## src/rtl/k_and_s_pkg.sv

```systemverilog
// Shared types and constants for the K&S processor: instruction decode
// and the boot-loading program memory.
package k_and_s_pkg;

  typedef enum logic [3:0] {
    I_NOP,
    I_LOAD,
    I_STORE,
    I_MOVE,
    I_ADD,
    I_SUB,
    I_AND,
    I_OR,
    I_BRANCH,
    I_BZERO,
    I_BNEG,
    I_BOV,
    I_BNZERO,
    I_BNNEG,
    I_BNOV,
    I_HALT
  } decoded_instruction_type;

  typedef enum logic [1:0] {
    LOAD_HI,
    LOAD_LO,
    RUN
  } mem_state_type;

  localparam int MEM_ADDR_W = 5;
  localparam int MEM_DATA_W = 16;

endpackage

```

## src/rtl/ks_sync_ram.sv

```systemverilog
// Single-port synchronous RAM with read-before-write and a clearable
// registered read port.
module ks_sync_ram #(
  parameter int ADDR_W = 5,
  parameter int DATA_W = 16
) (
  input  logic              clk,
  input  logic              rd_clr,
  input  logic              we,
  input  logic [ADDR_W-1:0] addr,
  input  logic [DATA_W-1:0] wdata,
  output logic [DATA_W-1:0] rdata
);

  logic [DATA_W-1:0] mem [2**ADDR_W];

  // NOTE: the array gets no reset so it maps onto RAM primitives; only the
  // read register below is cleared.
  always_ff @(posedge clk) begin
    if (we) begin
      mem[addr] <= wdata;
    end
  end

  // Sampling mem[addr] on the same edge as the write returns the old word.
  always_ff @(posedge clk) begin
    if (rd_clr) begin
      rdata <= '0;
    end else begin
      rdata <= mem[addr];
    end
  end

endmodule

```

## src/rtl/ks_program_memory.sv

```systemverilog
// Program/data memory for the K&S data path with a byte-stream boot loader
// that fills the array from word 0 and holds the processor in reset until done.
module ks_program_memory
  import k_and_s_pkg::*;
#(
  parameter int ADDR_W    = MEM_ADDR_W,
  parameter int DATA_W    = MEM_DATA_W,
  parameter int SKIP_LOAD = 0
) (
  input  logic              clk,
  input  logic              rst_n,
  input  logic [ADDR_W-1:0] ram_addr,
  input  logic              ram_write_enable,
  input  logic [DATA_W-1:0] wr_data,
  output logic [DATA_W-1:0] rd_data,
  input  logic              load_valid,
  output logic              load_ready,
  input  logic [7:0]        load_data,
  input  logic              load_last,
  output logic              load_done,
  output logic              cpu_rst_n,
  output logic [ADDR_W:0]   load_count
);

  localparam logic [ADDR_W-1:0] PTR_MAX    = '1;
  localparam logic [ADDR_W-1:0] PTR_ONE    = 1;
  localparam logic [ADDR_W:0]   CNT_ONE    = 1;
  localparam mem_state_type     RESET_STATE = (SKIP_LOAD != 0) ? RUN : LOAD_HI;

  mem_state_type     state_q;
  mem_state_type     next_state;
  logic [ADDR_W-1:0] load_ptr;
  logic [7:0]        hi_q;
  logic              accept;
  logic              run;

  logic              ram_we;
  logic              ram_rd_clr;
  logic [ADDR_W-1:0] ram_port_addr;
  logic [DATA_W-1:0] ram_wdata;

  assign accept = load_valid && load_ready;

  // NOTE: sequential state uses non-blocking assignments so every register
  // samples pre-edge values regardless of process ordering.
  always_ff @(posedge clk) begin
    if (!rst_n) begin
      state_q <= RESET_STATE;
    end else begin
      state_q <= next_state;
    end
  end

  // NOTE: every comb output gets a default first so no path infers a latch.
  always_comb begin
    next_state = state_q;
    unique case (state_q)
      LOAD_HI: if (accept) next_state = LOAD_LO;
      LOAD_LO: begin
        if (accept) begin
          next_state = (load_last || load_ptr == PTR_MAX) ? RUN : LOAD_HI;
        end
      end
      RUN:     next_state = RUN;
      default: next_state = LOAD_HI;
    endcase
  end

  always_comb begin
    run           = (state_q == RUN);
    load_ready    = !run;
    load_done     = run;
    cpu_rst_n     = run;
    ram_port_addr = run ? ram_addr : load_ptr;
    ram_wdata     = run ? wr_data : {hi_q, load_data};
    // Writes are suppressed while rst_n is low so a reset mid-word cannot
    // commit a half-assembled value.
    ram_we        = rst_n && (run ? ram_write_enable
                                  : (state_q == LOAD_LO && load_valid));
    ram_rd_clr    = !rst_n || !run;
  end

  always_ff @(posedge clk) begin
    if (!rst_n) begin
      load_ptr   <= '0;
      load_count <= '0;
      hi_q       <= '0;
    end else begin
      if (state_q == LOAD_HI && accept) begin
        hi_q <= load_data;
      end
      if (state_q == LOAD_LO && accept) begin
        load_count <= load_count + CNT_ONE;
        // The last word lands at PTR_MAX and forces RUN, so the pointer stops there.
        if (load_ptr != PTR_MAX) begin
          load_ptr <= load_ptr + PTR_ONE;
        end
      end
    end
  end

  ks_sync_ram #(
    .ADDR_W(ADDR_W),
    .DATA_W(DATA_W)
  ) u_ram (
    .clk   (clk),
    .rd_clr(ram_rd_clr),
    .we    (ram_we),
    .addr  (ram_port_addr),
    .wdata (ram_wdata),
    .rdata (rd_data)
  );

endmodule

```

## config.mk

```make
export PLATFORM = sky130hd
export DESIGN_NAME = ks_program_memory
export DESIGN_NICKNAME = d
export VERILOG_FILES = /design/src/rtl/k_and_s_pkg.sv /design/src/rtl/ks_sync_ram.sv /design/src/rtl/ks_program_memory.sv
export SDC_FILE = /design/constraint.sdc
export NUM_CORES = 1
export LEC_CHECK = 0
export CAP_MARGIN = 20
export CORE_AREA = 4 4 208 210
export CTS_CLUSTER_SIZE = 28
export DETAILED_ROUTE_END_ITERATION = 8
export DIE_AREA = 0 0 212 214
export PLACE_DENSITY = 0.78
export SKIP_CTS_REPAIR_TIMING = 1
export SLEW_MARGIN = 40
export SYNTH_ARGS = -nofsm -noshare
export SYNTH_HDL_FRONTEND = slang
export SYNTH_SLANG_ARGS = --single-unit
```

## constraint.sdc

```tcl
create_clock -name clk -period 2.9 [get_ports clk]
set_clock_uncertainty 0.05 [all_clocks]
set_input_delay 0.58 -clock clk [delete_from_list [all_inputs] [get_ports clk]]
set_output_delay 0.58 -clock clk [all_outputs]
set_load 0.005 [all_outputs]
```

==> results.yml <==
yosys:
  synthesis.instances: 1235
  ys.flop_type: "edfxtp_1"
  ys_seq_area_frac: 0.789
  synth_edf_count: 512
  avgSynthCellArea_um2: 16.5
  synth.largest_area_cell: "edfxtp_1"
  synth_top_area_share: 0.753
  synthTopCellsByArea: "edfxtp_1, a22oi_1, dfxtp_1"
  async_reset_ff_frac: 0
  ys_ff_latch: 549
  mappedNetlistArea_um2: 20400
  yosys-top-cells-count: "edfxtp_1, a22oi_1, a21oi_1, nand2_1, buf_2"
  syn_nets: 1272
  synth.distinct_cells: 37
  synth_most_common_cell: "edfxtp_1"
  yosys_warnings: 0
place:
  io_buffers: 58
  dp_slack_ns: -0.348
  place_hpwl_um: 31900
  gp_congestion: 0.833
  place_inst: 1921
  place_area_um2: 23000
pwr:
  ir_drop_uv: 521
  power_mw: 16.3
  cellPowerDensity_nw_per_um2: 660
  p_leak_nw: 8.14
worst_setup_path:
  crit_chain: "nand2b_1 > clkinv_4 > mux2i_4 > buf_4 > buf_4 > a22oi_1 > a21oi_1 > nor4_1 > a21oi_1"
  critPathKind: "reg -> reg"
  start_kind: "register"
  cp.arrival_ns: 3.22
  slowest_stage: "nor4_1"
  critPathCaptureType: "register"
  rrSetupSlack_ns: 0.05
  max_stage_delay_ns: 0.56
  worstPathRequired_ns: 3.27
  reg2reg_from: "state_q[1]$_SDFFE_PN0P_"
  path_delay_family: "simple AND/OR/NAND/NOR gates"
  cp_num_buf_inv: 3
  r2r_cells: 9
  crit_fanout: 29
  r2r-end: "u_ram.rdata[6]$_SDFF_PP0_"
global_routing:
  grt_start_max_net_pins: 65
  met3_usage: 0.0335
  grtUsageTotal: 0.219
  grt_use_met1: 0.293
  grt_pass1_wl_um: 75900
  met2_usage: 0.366
  grt_overflow: 0
  grt_pass1_vias: 12600
  antenna_found_initial: 0
  busiest_layer: "met2"
clocking:
  clk-insertion-delay-late_ns: 0.57
  cts_made_buffers: 51
  clk_pin_slew_worst_paths_ns: 0.07
  clock-sinks: 549
  cts_tree: "yes"
  root_buffer: "clkbuf_16"
  cts-root-to-sink-buffers: 3
  h-tree-depth: 2
die:
  die_w_um: 212
  coreArea_um2: 41600
  rows: 75
  start_util: 0.491
  dieHeight_um: 214
  pin_count: 59
  die_area_um2: 45400
routing:
  wirelength_um: 51100
  drc: 0
  drtIter0Drc: 1766
  via_count: 12500
  viasPerCell: 6.20
  wl_per_cell_um: 25.4
  final_antenna_net_count: 0
  drtPass1Iterations: 6
timing:
  rsz0062_at_grt: "false"
  fmax_ghz: 0.351
  whs_ns: 0.468
  setup_ws_ns: 0.0525
  fin_crit_ns: 2.85
  min_period_over_period: 0.982
  drv_slew: 0
  setup_viol: 0
  hold_viol_final: 0
  setup_tns_ns: 0
  slew_headroom: 0.522
  tightest_slew_ns: 0.711
final_layout:
  drive_gt1_frac: 0.197
  nets: 1473
  layout.cells.non_filler: 2014
  post-route-util: 0.594
  antennaDiodeCount: 0
  post-route-cell-area_um2: 24700
  areaGrowthSynthToFinish_pct: 20.9
  n_fill_cell: 2887
min_path:
  holdPathEnd: "hi_q[3]$_SDFFE_PN0P_"
  min_path_cells: 2
  hp-start: "hi_q[3]$_SDFFE_PN0P_"
  min-delay-path-class: "reg -> reg"
outcome:
  status: "completed"
run:
  cap_violations: 0
kinds of logic after synthesis:
group | synth area share
xor gates and xnor gates | 0.00386
DFF | 0.789
adders and majority gates | 0.00184
and+or+nand+nor | 0.0406
muxes | 0.00796
AOI/OAI and AO/OA | 0.135
buffers and inverters | 0.0222
final cells by class:
type	count	area, µm²	share of cell area
Tap cell	539	674	0.0273
Multi-Input combinational cell	604	4000	0.162
Clock buffer	56	1290	0.0524
Sequential cell	549	16100	0.653
Clock inverter	36	347	0.0140
Inverter	1	8.76	0.000355
Timing Repair Buffer	229	2250	0.0912
metal layers:
layer,share of wire,routed length (µm),vias up
met3,0.090,4600,135
met1,0.37,18900,6206
met4,0.041,2090,0
met2,0.50,25500,744
met5,0,0,-
li1,-,-,5392
tightest hold or removal path, stage by stage (launching register included):
cell,delay [ns]
dfxtp_1,0.32
mux2i_1,0.06
nor2b_1,0.10
power breakdown:
part / switching, mW / internal (mW)
Sequential: 0.0173 / 8.75
Combinational: 0.612 / 0.375
Clock: 2.78 / 3.76
Total: 3.41 / 12.9
state kept, by name, indices dropped and copies added (netlist names):
name         flops
state_q          2
hi_q             8
load_ptr         5
load_count       6
u_ram.mem      512
u_ram.rdata     16
how the worst max path moves through the flow:
stage / start / to / slack, ns / cells after the start
after floorplan: ram_addr[1] / u_ram.mem[8][0]$_DFFE_PP_ / -0.13 / 6
final: state_q[1]$_SDFFE_PN0P_ / u_ram.rdata[6]$_SDFF_PP0_ / 0.05 / 9
after detailed placement: ram_addr[1] / u_ram.rdata[4]$_SDFF_PP0_ / -0.35 / 9
after global placement: ram_addr[1] / u_ram.rdata[4]$_SDFF_PP0_ / -0.35 / 9
after global routing: state_q[1]$_SDFFE_PN0P_ / u_ram.rdata[6]$_SDFF_PP0_ / 0.002 / 9
after CTS: state_q[1]$_SDFFE_PN0P_ / u_ram.rdata[10]$_SDFF_PP0_ / -0.15 / 8
placed cells by master (no fill, tap or decap), drive strengths merged, types with 3 or more instances in the layout:
master         synthesis  layout
edfxtp               512     512
a22oi                256     256
buf                   60     171
a21oi                145     145
nand2                 61      61
clkdlybuf4s50          0      58
clkbuf                21      56
dfxtp                 37      37
nor2                  34      34
nor4                  32      32
clkinv                 0      28
mux2i                 12      12
nor2b                  9       9
and2                   8       8
xnor2                  7       7
nand3                  6       6
bufinv                 0       6
o21ai                  5       5
a21boi                 4       4
or3                    4       4
nand2b                 3       3
ha                     3       3
(Power assumes the default switching activity.)
